[config.mk]
export PLATFORM = sky130hd
export DESIGN_NAME = instr_fetch_unit
export DESIGN_NICKNAME = d
export VERILOG_FILES = /design/src/rtl/instr_fetch_unit.sv
export SDC_FILE = /design/constraint.sdc
export NUM_CORES = 1
export LEC_CHECK = 0
export ABC_CLOCK_PERIOD_IN_PS = 2430
export CAP_MARGIN = 20
export CORE_MARGIN = 5
export CORE_UTILIZATION = 39
export DETAILED_ROUTE_END_ITERATION = 10
export PLACE_DENSITY = 0.76
export SYNTH_ARGS = -nofsm -noshare
export SYNTH_HDL_FRONTEND = slang
export SYNTH_SLANG_ARGS = --single-unit
[constraint.sdc]
create_clock -name i_clk -period 2.43 [get_ports i_clk]
set_input_delay 0.729 -clock i_clk [delete_from_list [all_inputs] [get_ports i_clk]]
set_output_delay 0.729 -clock i_clk [all_outputs]
set_load 0.02 [all_outputs]
[src/rtl/instr_fetch_unit.sv]
`default_nettype none
// ============================================================================
// Module   : instr_fetch_unit
// Brief    : In-order instruction fetch with PC tagging, credit-limited
//            output FIFO and branch-flush discard of stale responses.
// Revision : 1.0
// ============================================================================
module instr_fetch_unit #(
  parameter int unsigned BUF_DEPTH = 2,
  parameter logic [31:0] NOP_INST  = 32'h00000013
) (
  input  logic        i_clk,
  input  logic        i_rst,
  input  logic [31:0] i_pc,
  input  logic        i_pc_valid,
  output logic        o_pc_ready,
  input  logic        i_flush,
  output logic        o_imem_req_valid,
  input  logic        i_imem_req_ready,
  output logic [31:0] o_imem_addr,
  input  logic        i_imem_rsp_valid,
  input  logic [31:0] i_imem_rsp_data,
  output logic        o_inst_valid,
  input  logic        i_inst_ready,
  output logic [31:0] o_inst,
  output logic [31:0] o_inst_pc,
  output logic        o_misaligned
);

  localparam int unsigned c_ptr_w = (BUF_DEPTH > 1) ? $clog2(BUF_DEPTH) : 1;
  localparam int unsigned c_cnt_w = $clog2(BUF_DEPTH) + 1;
  localparam logic [c_cnt_w:0] c_depth = BUF_DEPTH[c_cnt_w:0];

  // Output FIFO storage and pointers
  logic [31:0]        fifo_inst_q [BUF_DEPTH];
  logic [31:0]        fifo_inst_d [BUF_DEPTH];
  logic [31:0]        fifo_pc_q   [BUF_DEPTH];
  logic [31:0]        fifo_pc_d   [BUF_DEPTH];
  logic               fifo_mis_q  [BUF_DEPTH];
  logic               fifo_mis_d  [BUF_DEPTH];
  logic [c_ptr_w-1:0] fifo_wr_q, fifo_wr_d;
  logic [c_ptr_w-1:0] fifo_rd_q, fifo_rd_d;
  logic [c_cnt_w-1:0] fifo_cnt_q, fifo_cnt_d;

  // Tag queue of PCs awaiting their memory response
  logic [31:0]        tag_q [BUF_DEPTH];
  logic [31:0]        tag_d [BUF_DEPTH];
  logic [c_ptr_w-1:0] tag_wr_q, tag_wr_d;
  logic [c_ptr_w-1:0] tag_rd_q, tag_rd_d;

  logic [c_cnt_w-1:0] outst_q, outst_d;
  logic [c_cnt_w-1:0] drop_q, drop_d;

  logic [c_cnt_w:0]   w_used;
  logic               w_credit;
  logic               w_aligned;
  logic               w_fetch_ok;
  logic               w_acc_aln;
  logic               w_acc_mis;
  logic               w_rsp_drop;
  logic               w_rsp_take;
  logic               w_nonempty;
  logic               w_push;
  logic               w_pop;
  logic [31:0]        w_push_inst;
  logic [31:0]        w_push_pc;
  logic               w_push_mis;

  // Credits count both outstanding reads and buffered words so a response
  // always has a FIFO slot waiting for it.
  assign w_used     = {1'b0, outst_q} + {1'b0, fifo_cnt_q};
  assign w_credit   = (w_used < c_depth);
  assign w_aligned  = (i_pc[1:0] == 2'b00);
  assign w_fetch_ok = i_pc_valid & w_credit & ~i_flush & ~i_rst;

  assign o_imem_req_valid = w_fetch_ok & w_aligned;
  assign o_imem_addr      = i_pc;
  assign w_acc_aln        = o_imem_req_valid & i_imem_req_ready;
  // A misaligned fault waits for older reads to land so output order is kept.
  assign w_acc_mis        = w_fetch_ok & ~w_aligned & (outst_q == '0);
  assign o_pc_ready       = w_acc_aln | w_acc_mis;

  assign w_rsp_drop = i_imem_rsp_valid & (drop_q != '0);
  assign w_rsp_take = i_imem_rsp_valid & (drop_q == '0);

  assign w_nonempty   = (fifo_cnt_q != '0);
  assign o_inst_valid = w_nonempty & ~i_flush;
  assign w_pop        = o_inst_valid & i_inst_ready;
  assign w_push       = w_rsp_take | w_acc_mis;

  assign w_push_inst = w_rsp_take ? i_imem_rsp_data : NOP_INST;
  assign w_push_pc   = w_rsp_take ? tag_q[tag_rd_q] : i_pc;
  assign w_push_mis  = ~w_rsp_take;

  assign o_inst       = w_nonempty ? fifo_inst_q[fifo_rd_q] : '0;
  assign o_inst_pc    = w_nonempty ? fifo_pc_q[fifo_rd_q]   : '0;
  assign o_misaligned = w_nonempty ? fifo_mis_q[fifo_rd_q]  : 1'b0;

  always_comb begin
    fifo_inst_d = fifo_inst_q;
    fifo_pc_d   = fifo_pc_q;
    fifo_mis_d  = fifo_mis_q;
    fifo_wr_d   = fifo_wr_q;
    fifo_rd_d   = fifo_rd_q;
    fifo_cnt_d  = fifo_cnt_q;
    tag_d       = tag_q;
    tag_wr_d    = tag_wr_q;
    tag_rd_d    = tag_rd_q;
    outst_d     = outst_q;
    drop_d      = drop_q - c_cnt_w'(w_rsp_drop);

    if (i_flush) begin
      // Everything still in flight becomes stale; a response landing this
      // cycle has already been consumed from whichever count it belonged to.
      fifo_wr_d  = '0;
      fifo_rd_d  = '0;
      fifo_cnt_d = '0;
      tag_wr_d   = '0;
      tag_rd_d   = '0;
      outst_d    = '0;
      drop_d     = drop_q - c_cnt_w'(w_rsp_drop) + outst_q - c_cnt_w'(w_rsp_take);
    end else begin
      if (w_acc_aln) begin
        tag_d[tag_wr_q] = i_pc;
        tag_wr_d        = tag_wr_q + c_ptr_w'(1);
      end
      if (w_rsp_take) begin
        tag_rd_d = tag_rd_q + c_ptr_w'(1);
      end
      outst_d = outst_q + c_cnt_w'(w_acc_aln) - c_cnt_w'(w_rsp_take);

      if (w_push) begin
        fifo_inst_d[fifo_wr_q] = w_push_inst;
        fifo_pc_d[fifo_wr_q]   = w_push_pc;
        fifo_mis_d[fifo_wr_q]  = w_push_mis;
        fifo_wr_d              = fifo_wr_q + c_ptr_w'(1);
      end
      if (w_pop) begin
        fifo_rd_d = fifo_rd_q + c_ptr_w'(1);
      end
      fifo_cnt_d = fifo_cnt_q + c_cnt_w'(w_push) - c_cnt_w'(w_pop);
    end
  end

  always_ff @(posedge i_clk) begin
    if (i_rst) begin
      for (int i = 0; i < int'(BUF_DEPTH); i++) begin
        fifo_inst_q[i] <= '0;
        fifo_pc_q[i]   <= '0;
        fifo_mis_q[i]  <= 1'b0;
        tag_q[i]       <= '0;
      end
      fifo_wr_q  <= '0;
      fifo_rd_q  <= '0;
      fifo_cnt_q <= '0;
      tag_wr_q   <= '0;
      tag_rd_q   <= '0;
      outst_q    <= '0;
      drop_q     <= '0;
    end else begin
      fifo_inst_q <= fifo_inst_d;
      fifo_pc_q   <= fifo_pc_d;
      fifo_mis_q  <= fifo_mis_d;
      tag_q       <= tag_d;
      fifo_wr_q   <= fifo_wr_d;
      fifo_rd_q   <= fifo_rd_d;
      fifo_cnt_q  <= fifo_cnt_d;
      tag_wr_q    <= tag_wr_d;
      tag_rd_q    <= tag_rd_d;
      outst_q     <= outst_d;
      drop_q      <= drop_d;
    end
  end

endmodule
`default_nettype wire
==> out/results.txt <==
largest net degree at the start of global routing -> 112
Final Skew -> 0.01019 ns
routed wire length -> 31140 um
Worst Hold Class -> flip-flop to flip-flop
CTS root buf -> clkbuf_16
commonest non-fill, non-tap cell in the layout -> dfxtp_1
Post-Syn Area -> 9841 sq um
min cycle time layout -> 2.932 ns
Max Cap Viol -> 0
M3 GR Usage -> 3.270%
pre-CTS WS -> -0.9113 ns
maximum vdd drop -> 0.4710 mV
Net Sw Frac -> 29.65%
CP required -> 1.70 ns
Core Rows -> 58
vias in the first global route -> 8691
sequence of cells on the critical path -> and2_4 -> fa_1 -> nor3b_4 -> nand2_2 -> nor3_4 -> buf_6
worst setup margin -> -0.5016 ns
Reg clk slew, reported paths -> 0.06 ns
dpl cells -> 1557
antenna violations before repair -> 1
Starting Density -> 39.31%
CP endpoint kind -> output pin
flip-flop and latch count after synthesis -> 204
Mapped Nets -> 1184
slowest cell on the critical path -> fa_1
post-synthesis xor/xnor area fraction -> 0.8900%
switching power -> 2986 uW
clk_lat worst skew -> 0.50 ns
Detailed Place HPWL -> 16960 um
DRT iter0 DRCs -> 784
CTS tree -> yes
met2 Use GR -> 33.57%
post-synthesis mux area share -> 20.24%
Power Density -> 681.8 nW/um^2
Clk pwr share -> 35.7%
Post-Synth Simple-Gate Area -> 16.55%
Crit Path Max Fanout -> 5
Seq/Total Area, Yosys -> 41.50%
# DRC -> 0
area delta synth->final -> 50.07%
post-route cell area -> 14770 sq um
Die Y -> 168.8 um
failing checks -> negative setup slack
outcome -> finished, violations left
# hold bufs at CTS -> 0
gpl congestion -> 0.7756
Logic pwr share -> 27.5%
Slew Limit Headroom -> 46.83%
Syn Inst Count -> 1107
Yosys Warn Count -> 0
Via Count -> 8855
final worst-path cycle share -> 120.6%
Total Nets Final -> 1393
number of vias per cell -> 5.328
Port Buf Inserts -> 170
Max Root-Sink Buffers -> 3
critical path arrival -> 2.20 ns
core area -> 25040 sq um
Leak -> 0.005730 uW
DRT antenna net count -> 0
fmax -> 341.1 MHz
Setup CP Type -> flip-flop to output pin
global-route wire length before repair -> 46770 um
cts bufs inserted -> 23
wire length per cell -> 18.74 um
GR Util met1 -> 26.70%
Sink Count -> 204
DIE AREA -> 28510 sq um
Unique masters post-synth -> 41
max incr delay on CP -> 0.47 ns
share of cells above drive strength 1 -> 31.76%
Final Max Tran Viols -> 0
First-pass DRT Iterations -> 5
Post-Synth Adder-Cell Area -> 0.8392%
Reg power frac -> 36.7%
Mapped Avg Cell Area -> 8.890 sq um
busiest grt layer -> met2
Final Hold Viols -> 0
CTS HTree Levels -> 1
worst slew pin tran -> 0.7975 ns
most frequent cells in the layout -> 199 x dfxtp_1, 120 x nand2_1, 100 x nor2_1
Die Width -> 168.8 um
n_diodes -> 0
grt ovf -> 0
internal power -> 7084 uW
Post-Layout Cell Count -> 1662
crit path launch type -> flip-flop
Tot GR Track Use -> 19.95%
Final setup viols -> 126
Area after DPL -> 12070 sq um
post-synthesis compound-gate area fraction -> 12.56%
final core utilization -> 58.99%
I/O pins -> 171
largest family of logic cells by synthesized area -> multiplexers
RSZ-0062 raised after global routing -> true
[final cells by class]
type                       count  area [sq um]
clock buffer                  28         624.3
inverter                      11         46.29
tap                          330         412.9
sequential                   204          4093
fill                        2062         10270
multi-input combinational    765          5887
timing repair buffer         311          3545
clock inverter                13         160.2
[metal layers]
layer / share of wire, % / wire (um)
met1: 42 / 12940
met2: 49 / 15270
met3: 6.9 / 2158
met4: 2.4 / 759
met5: 0.042 / 13
[power by group through the flow]
stage / clock, uW / sequential [uW] / combinational, uW
2_1_floorplan: 0 / 3700 / 1230
3_3_place_gp: 0 / 3720 / 1880
3_5_place_dp: 0 / 3740 / 1920
4_1_cts: 3660 / 3670 / 2480
5_1_grt: 3800 / 3720 / 2950
6_report: 3600 / 3700 / 2770
[logic make-up after synthesis]
logic type,after synthesis
AOI/OAI and AO/OA,196
muxes,191
xor gates and xnor gates,10
and+or+nand+nor,362
DFF,204
adders and majority gates,6
buffers and inverters,138
[worst max-delay path: cells and delay by family, from the launching register on]
kind,cells,cell delay (ns)
DFF,1,0.32
adders and majority gates,1,0.47
buffers and inverters,1,0.15
and+or+nand+nor,4,0.75
[what timing repair did]
item | CTS | global route
pin swaps | 18 | 21
setup buffers | 29 | 18
endpoints found under the setup margin | 172 | 189
resized for setup | 470 | 214
cloned | 15 | 7
[registers in the layout, summed over array words and instances (netlist names), 2 cells and up]
signal	count
fifo_mis_q	2
fifo_inst_q	64
drop_q	2
fifo_cnt_q	2
outst_q	2
fifo_pc_q	64
tag_q	64
[final timing paths]
path                 start               end  slack (ns)  depth (start not counted)
min reg2reg      tag_q[41]         tag_q[41]        0.45                          2
min              tag_q[41]         tag_q[41]        0.45                          2
max reg2reg  fifo_cnt_q[0]     fifo_pc_q[37]       -0.28                         11
max          fifo_cnt_q[0]  o_imem_req_valid       -0.50                          6
[Yosys cell counts (all sizes together)]
library cell	count	area share, %
clkinv	1	0.089
and3b	2	0.18
and4b	1	0.10
o211ai	58	4.4
a21o	1	0.076
nand2	125	4.8
nor4bb	1	0.10
nor2	144	5.5
xor2	5	0.44
and2	4	0.25
a21oi	93	4.7
nand4b	2	0.18
dfxtp	204	42
nand3	2	0.10
nor4b	1	0.089
nor3b	4	0.36
mux2i	127	13
nand3b	2	0.15
xnor2	5	0.44
and3	2	0.13
a211oi	40	3.1
clkbuf	51	1.9
fa	1	0.20
nor2b	65	4.1
mux2	64	7.3
nand4	1	0.064
buf	76	5.0
or2	1	0.064
ha	5	0.64
o21ai	1	0.051
inv	10	0.38
nor3	4	0.20
o21a	3	0.23
or3b	1	0.11
[metrics by stage]
step / hold slack, ns / total power [uW] / TNS, ns
after floorplan: 0.4297 / 4931 / -0.2377
after global placement: 0.4401 / 5605 / -46.39
after detailed placement: 0.4426 / 5651 / -52.16
after CTS: 0.4559 / 9807 / -9.835
after global routing: 0.4673 / 10470 / -28.51
final: 0.4545 / 10070 / -17.84
Power figures use the tool's default switching activity.
